`src/rtl/sha3_pad_buffer_if.sv`:
```
// -----------------------------------------------------------------------------
// sha3_pad_buffer_if
// Purpose : Bundles the message-word input stream and the rate-block output
//           stream of sha3_pad_buffer into one interface.
// Signals :
//   in_data     64        message word, byte i at bits [8i+7:8i]
//   in_bytes    4         valid bytes in a final word (0..8, >8 means 8)
//   in_last     1         final word of the message
//   in_valid    1         word present
//   in_ready    1         buffer can accept a word this cycle
//   block       64*RW     rate block, lane k at bits [64k+63:64k]
//   block_valid 1         block holds a complete block
//   block_last  1         block is the final, padded block of the message
//   block_ready 1         consumer takes the block this cycle
// Modports:
//   slave  - the pad buffer itself
//   master - the message source plus the absorb-stage consumer
// -----------------------------------------------------------------------------
interface sha3_pad_buffer_if #(
    parameter int RATE_WORDS = 17
);
    localparam int BLOCK_W = 64 * RATE_WORDS;

    logic [63:0]        in_data;
    logic [3:0]         in_bytes;
    logic               in_last;
    logic               in_valid;
    logic               in_ready;
    logic [BLOCK_W-1:0] block;
    logic               block_valid;
    logic               block_last;
    logic               block_ready;

    modport slave (
        input  in_data,
        input  in_bytes,
        input  in_last,
        input  in_valid,
        output in_ready,
        output block,
        output block_valid,
        output block_last,
        input  block_ready
    );

    modport master (
        output in_data,
        output in_bytes,
        output in_last,
        output in_valid,
        input  in_ready,
        input  block,
        input  block_valid,
        input  block_last,
        output block_ready
    );
endinterface

```
`src/rtl/sha3_pad_buffer.sv`:
```
// -----------------------------------------------------------------------------
// sha3_pad_buffer
// Purpose : Upstream feeder for the SHA3 absorb pipeline. Packs a stream of
//           64-bit little-endian message words into rate blocks of
//           64*RATE_WORDS bits and applies Keccak multi-rate padding
//           (DOMAIN_BYTE after the last message byte, 0x80 in the final rate
//           byte). Each block is held until the absorb stage takes it.
// Ports   :
//   clk    in   single clock, all state on the rising edge
//   reset  in   asynchronous active-high reset, clears all state
//   bus    --   sha3_pad_buffer_if.slave (word input stream, block output)
// Notes   :
//   - When a message ends exactly on a block boundary the data block goes
//     out unpadded and a pad-only block follows it.
//   - The block register is cleared every time the buffer returns to
//     collecting, so lanes never written in a block read as zero and
//     padding can simply be OR'ed in.
// -----------------------------------------------------------------------------
module sha3_pad_buffer #(
    parameter int         RATE_WORDS  = 17,
    parameter logic [7:0] DOMAIN_BYTE = 8'h06
) (
    input  logic              clk,
    input  logic              reset,
    sha3_pad_buffer_if.slave  bus
);

    localparam int BLOCK_W    = 64 * RATE_WORDS;
    localparam int RATE_BYTES = 8 * RATE_WORDS;
    localparam int CNT_W      = $clog2(RATE_WORDS);
    localparam int POS_W      = CNT_W + 4;

    typedef enum logic [0:0] {
        ST_COLLECT = 1'b0,
        ST_OUT     = 1'b1
    } state_t;

    state_t             state_r;
    logic [CNT_W-1:0]   word_cnt_r;
    logic               extra_pend_r;
    logic               in_ready_r;
    logic [BLOCK_W-1:0] block_r;
    logic               block_valid_r;
    logic               block_last_r;

    logic               accept_s;
    logic [3:0]         n_bytes_s;
    logic [63:0]        masked_word_s;
    logic [POS_W-1:0]   pad_pos_s;
    logic               exact_fill_s;
    logic [BLOCK_W-1:0] lane_block_s;
    logic [BLOCK_W-1:0] padded_block_s;
    logic [BLOCK_W-1:0] pad_only_block_s;

    // Keep the low n bytes of a word and force the bytes above n to zero.
    function automatic logic [63:0] mask_word(input logic [63:0] data,
                                              input logic [3:0]  n);
        logic [63:0] res;
        res = 64'h0;
        for (int i = 0; i < 8; i++) begin
            res[8*i +: 8] = (4'(i) < n) ? data[8*i +: 8] : 8'h00;
        end
        return res;
    endfunction

    // Build the candidate next block contents for the word on the bus.
    always_comb begin
        accept_s = bus.in_valid & in_ready_r;

        // Non-final words always carry 8 bytes; final words clamp to 8.
        if (!bus.in_last) begin
            n_bytes_s = 4'd8;
        end else if (bus.in_bytes > 4'd8) begin
            n_bytes_s = 4'd8;
        end else begin
            n_bytes_s = bus.in_bytes;
        end

        masked_word_s = mask_word(bus.in_data, n_bytes_s);

        // Byte offset of the first pad byte within the block.
        pad_pos_s    = (POS_W'(word_cnt_r) << 3) + POS_W'(n_bytes_s);
        exact_fill_s = (pad_pos_s == POS_W'(RATE_BYTES));

        lane_block_s = block_r;
        for (int k = 0; k < RATE_WORDS; k++) begin
            lane_block_s[64*k +: 64] = (CNT_W'(k) == word_cnt_r) ?
                                       masked_word_s : block_r[64*k +: 64];
        end

        padded_block_s = lane_block_s;
        for (int j = 0; j < RATE_BYTES; j++) begin
            padded_block_s[8*j +: 8] = lane_block_s[8*j +: 8] |
                ((POS_W'(j) == pad_pos_s) ? DOMAIN_BYTE : 8'h00);
        end
        // OR rather than assign: when the domain byte lands on the last
        // byte the two pad bytes merge (0x06 | 0x80 = 0x86).
        padded_block_s[BLOCK_W-1 -: 8] = padded_block_s[BLOCK_W-1 -: 8] | 8'h80;

        pad_only_block_s                 = {BLOCK_W{1'b0}};
        pad_only_block_s[7:0]            = DOMAIN_BYTE;
        pad_only_block_s[BLOCK_W-1 -: 8] = 8'h80;
    end

    // Collect/output state machine with all outputs registered.
    always_ff @(posedge clk or posedge reset) begin
        if (reset) begin
            state_r       <= ST_COLLECT;
            word_cnt_r    <= {CNT_W{1'b0}};
            extra_pend_r  <= 1'b0;
            in_ready_r    <= 1'b0;
            block_r       <= {BLOCK_W{1'b0}};
            block_valid_r <= 1'b0;
            block_last_r  <= 1'b0;
        end else begin
            case (state_r)
                ST_COLLECT: begin
                    if (!in_ready_r) begin
                        // First edge after reset release: open the input.
                        in_ready_r <= 1'b1;
                    end else if (accept_s) begin
                        if (!bus.in_last) begin
                            block_r <= lane_block_s;
                            if (word_cnt_r == CNT_W'(RATE_WORDS - 1)) begin
                                state_r       <= ST_OUT;
                                in_ready_r    <= 1'b0;
                                block_valid_r <= 1'b1;
                                block_last_r  <= 1'b0;
                                word_cnt_r    <= {CNT_W{1'b0}};
                            end else begin
                                word_cnt_r <= word_cnt_r + CNT_W'(1);
                            end
                        end else begin
                            state_r       <= ST_OUT;
                            in_ready_r    <= 1'b0;
                            block_valid_r <= 1'b1;
                            word_cnt_r    <= {CNT_W{1'b0}};
                            if (exact_fill_s) begin
                                // Message filled the block exactly: padding
                                // goes into a follow-on pad-only block.
                                block_r      <= lane_block_s;
                                block_last_r <= 1'b0;
                                extra_pend_r <= 1'b1;
                            end else begin
                                block_r      <= padded_block_s;
                                block_last_r <= 1'b1;
                            end
                        end
                    end else begin
                        in_ready_r <= 1'b1;
                    end
                end

                ST_OUT: begin
                    if (bus.block_ready) begin
                        if (extra_pend_r) begin
                            block_r      <= pad_only_block_s;
                            block_last_r <= 1'b1;
                            extra_pend_r <= 1'b0;
                        end else begin
                            state_r       <= ST_COLLECT;
                            in_ready_r    <= 1'b1;
                            block_r       <= {BLOCK_W{1'b0}};
                            block_valid_r <= 1'b0;
                            block_last_r  <= 1'b0;
                            word_cnt_r    <= {CNT_W{1'b0}};
                        end
                    end else begin
                        block_valid_r <= 1'b1;
                    end
                end

                default: begin
                    state_r       <= ST_COLLECT;
                    word_cnt_r    <= {CNT_W{1'b0}};
                    extra_pend_r  <= 1'b0;
                    in_ready_r    <= 1'b0;
                    block_r       <= {BLOCK_W{1'b0}};
                    block_valid_r <= 1'b0;
                    block_last_r  <= 1'b0;
                end
            endcase
        end
    end

    assign bus.in_ready    = in_ready_r;
    assign bus.block       = block_r;
    assign bus.block_valid = block_valid_r;
    assign bus.block_last  = block_last_r;

endmodule

```
`src/flat_wrapper.sv`:
```
// flat-port wrapper written by rule: the top's interface ports become plain ports
module sha3_pad_buffer_flat 
#(
    parameter int         RATE_WORDS  = 17,
    parameter logic [7:0] DOMAIN_BYTE = 8'h06
)
  (clk, reset, bus_in_data, bus_in_bytes, bus_in_last, bus_in_valid, bus_in_ready, bus_block, bus_block_valid, bus_block_last, bus_block_ready);
  sha3_pad_buffer_if #(.RATE_WORDS(RATE_WORDS)) bus_i ();
  input  logic clk;
  input  logic reset;
  input wire logic [$bits(bus_i.in_data)-1:0] bus_in_data;
  input wire logic [$bits(bus_i.in_bytes)-1:0] bus_in_bytes;
  input wire logic [$bits(bus_i.in_last)-1:0] bus_in_last;
  input wire logic [$bits(bus_i.in_valid)-1:0] bus_in_valid;
  output wire logic [$bits(bus_i.in_ready)-1:0] bus_in_ready;
  output wire logic [$bits(bus_i.block)-1:0] bus_block;
  output wire logic [$bits(bus_i.block_valid)-1:0] bus_block_valid;
  output wire logic [$bits(bus_i.block_last)-1:0] bus_block_last;
  input wire logic [$bits(bus_i.block_ready)-1:0] bus_block_ready;
  assign bus_i.in_data = bus_in_data;
  assign bus_i.in_bytes = bus_in_bytes;
  assign bus_i.in_last = bus_in_last;
  assign bus_i.in_valid = bus_in_valid;
  assign bus_in_ready = bus_i.in_ready;
  assign bus_block = bus_i.block;
  assign bus_block_valid = bus_i.block_valid;
  assign bus_block_last = bus_i.block_last;
  assign bus_i.block_ready = bus_block_ready;
  sha3_pad_buffer #(.RATE_WORDS(RATE_WORDS), .DOMAIN_BYTE(DOMAIN_BYTE)) u_core (.clk(clk), .reset(reset), .bus(bus_i));
endmodule
```
`config.mk`:
```
export PLATFORM = sky130hd
export DESIGN_NAME = sha3_pad_buffer_flat
export DESIGN_NICKNAME = d
export VERILOG_FILES = /design/src/rtl/sha3_pad_buffer_if.sv /design/src/rtl/sha3_pad_buffer.sv /design/src/flat_wrapper.sv
export SDC_FILE = /design/constraint.sdc
export NUM_CORES = 2
export LEC_CHECK = 0
export CORE_AREA = 2 2 450 452
export CTS_CLUSTER_SIZE = 28
export DETAILED_ROUTE_END_ITERATION = 12
export DIE_AREA = 0 0 452 454
export REMOVE_ABC_BUFFERS = 1
export SETUP_SLACK_MARGIN = 0.5
export SYNTH_ARGS = -nofsm -noshare
export SYNTH_HDL_FRONTEND = slang
export SYNTH_SLANG_ARGS = --single-unit
```
`constraint.sdc`:
```
create_clock -name clk -period 90.7 [get_ports clk]
set_input_delay 13.605 -clock clk [delete_from_list [all_inputs] [get_ports clk]]
set_output_delay 13.605 -clock clk [all_outputs]
set_load 0.01 [all_outputs]
```
==> results.toml <==
[status]
status = "completed"

[hold_path]
hp-start = "u_core.bus.block[91]"
hold_class = "reg2reg"

[timing]
rsz0062_at_grt = "false"
relSlewSlack_pct = 7.18
finalSetupViolCount = 0
max_freq_mhz = 57.0
drv_slew = 0
worst_slack_ns = 73.15
setup_tns_ns = 0
skew_ns = 0.0527
min_period_ns = 17.55
final_hold_viol_count = 0
timing.final.crit_share_pct = 19.3
worst_pin_slew_ns = 1.39

[synthesis]
netlist_area_mm2 = 0.0440
syn_inst = 4185
netlist-cell-type-count = 82
synth_ff_type = "dfrtp_1"
synth-edff-count = 0
seq_area_frac_synth_pct = 62.4
synth.mux.area_fraction_pct = 0.0739
yosys_warnings = 0
synthSimpleGateAreaFrac_pct = 14.2
synth_top_cell_by_area = "dfrtp_1"
synth_fa_ha_area_share_pct = 0.199
synth_top_area_share_pct = 62.4
synth_top_family_by_area = "compound AO/OA/AOI/OAI gates"
synthXorXnorAreaFrac_pct = 0
ys_ff_latch = 1098
yosys-top-cells-area = "dfrtp_1, nand3_1, o21ai_0"
async_flop_share_pct = 100
synth-compound-area-share_pct = 18.7
avgSynthCellArea_um2 = 10.5

[detailed_routing]
drt_iter0_drc = 4438
via_count = 39500
via_per_inst = 5.01
ant_nets = 0
drc = 0
dr.pass1.iters = 6
wl_per_cell_um = 27.9
finalWirelength_um = 220000

[floorplan]
dieArea_mm2 = 0.205
fp.dieH_um = 454
die_w_um = 452
start_util_pct = 21.9
ioPinCount = 1164
core_area_mm2 = 0.201
fp-row-count = 165

[global_route]
antenna_found_initial = 26
grt_first_pass_wirelength_um = 302000
grt_pass1_vias = 37700
grt_overflow = 0
track_usage_pct = 20.6
grt_start_max_net_pins = 221

[power]
ir_drop_mv = 0.0155
p_leak_nw = 25.8
power.density_mw_per_mm2 = 22.6
power.total_w = 0.00141

[layout]
drive_above_1_share_pct = 8.12
fin_nets = 5174
instances_no_fill = 7877
fin_util_pct = 31.1
syn_to_final_growth_pct = 42.0
layout_common_cells = "clkdlybuf4s50_1, dfrtp_1, nand3_1, o21ai_0, nand2_1"
layout_commonest_cell = "clkdlybuf4s50_1"

[worst_setup_path]
startpoint = "bus_block_ready"
r2r_start = "u_core.state_r"
path_max_fanout = 148
worstPathRequired_ns = 91.35
critPathCaptureType = "flip-flop"
crit_arrival_ns = 18.20
cp-start-kind = "primary input"
path_class = "in2reg"

[clock_tree]
cts_sinks = 1098
insertion_delay_ns = 0.77
cts_buffers = 131
cts_tree = "yes"
path_clk_slew_ns = 0.06
clock_path_buffers = 3
cts_resized = 0
htree_levels = 4
cts_hold_buf = 0
cts_root_buf = "clkbuf_16"
post_cts_buffers = 0

[placement]
gp_congestion = 0.847
port_buffers = 1163
placed_cells = 7633
hpwl_um = 152000
dp_slack_ns = 72.42

[job]
maxCapViolations = 0
-- final timing paths --
kind | to | cells after the start | slack, ns
setup / recovery | u_core.bus.block[725] | 8 | 73.15
hold / removal | u_core.bus.block[91] | 2 | 0.48
setup reg to reg | u_core.bus.block[725] | 7 | 85.75
hold reg to reg | u_core.bus.block[91] | 2 | 0.48
max in group asynchronous | u_core.bus.block[48] | 6 | 73.55
min in group asynchronous | u_core.bus.block[824] | 2 | 13.27
-- sequential cells by signal, summed over array words and instances, names as in the netlist --
signal and count:
u_core.bus.block 1088, u_core.bus.block_last 1, u_core.bus.block_valid 1, u_core.bus.in_ready 1, u_core.extra_pend_r 1, u_core.state_r 1, u_core.word_cnt_r 5
-- metal layers --
layer / global-route usage [%] / vias to the layer above / wire, um
li1: - / 17100 / -
met3: 6.05 / 476 / 18300
met2: 33.5 / 1870 / 105000
met4: 11.8 / 10 / 13300
met5: 0 / - / 70
met1: 24.2 / 20100 / 82600
-- cell families (layout without fill, tap and decap cells) --
kind of cell    count (synthesis)  after routing
compound gates               1309           1309
simple gates                 1278           1278
flops                        1098           1098
buf+inv                       490           1500
fa+ha+maj                       7              7
mux                             3              3
other cells                     0             10
-- cells in the mapped netlist (all sizes together), types with 9 or more instances --
cell	number
dfrtp	1098
o21ai	858
o211ai	35
o32a	10
inv	16
or3	15
nand3	876
clkbuf	314
nor2	109
nor3	17
o221ai	113
o31ai	79
buf	160
and2	21
a311o	9
a31oi	41
o311a	26
nand2b	11
nand2	177
o221a	54
a21oi	33
-- area by class of cell --
| type | instances | area, um2 |
|---|---|---|
| diodes | 10 | 25.0 |
| clock buffers | 189 | 3840 |
| clock inverters | 45 | 637 |
| well taps | 2672 | 3340 |
| fillers | 20500 | 138000 |
| multi-input cells | 2597 | 14800 |
| flip-flops and latches | 1098 | 27500 |
| inverters | 16 | 67.6 |
| repair buffers | 1250 | 12400 |
-- report_power, final --
part	total [W]	switching [W]	internal, W
combinational	0.000300	0.000182	0.000118
sequential	0.000566	0.0000296	0.000537
clock	0.000545	0.000232	0.000313
-- per-stage QoR --
stage / hold slack, ns / area (um2)
floorplan: 0.516 / 42100
global placement: 0.461 / 58000
detailed placement: 0.465 / 58000
CTS: 0.478 / 62500
global route: 0.499 / 62500
finish: 0.476 / 62500
-- worst max-delay path, cell delays in order --
cell and delay [ns]:
clkdlybuf4s50_1 0.49, nand2_4 0.50, buf_12 0.49, buf_4 0.72
buf_4 0.89, buf_4 0.81, nand3_1 0.18, o21ai_0 0.13
(Power assumes the default switching activity.)
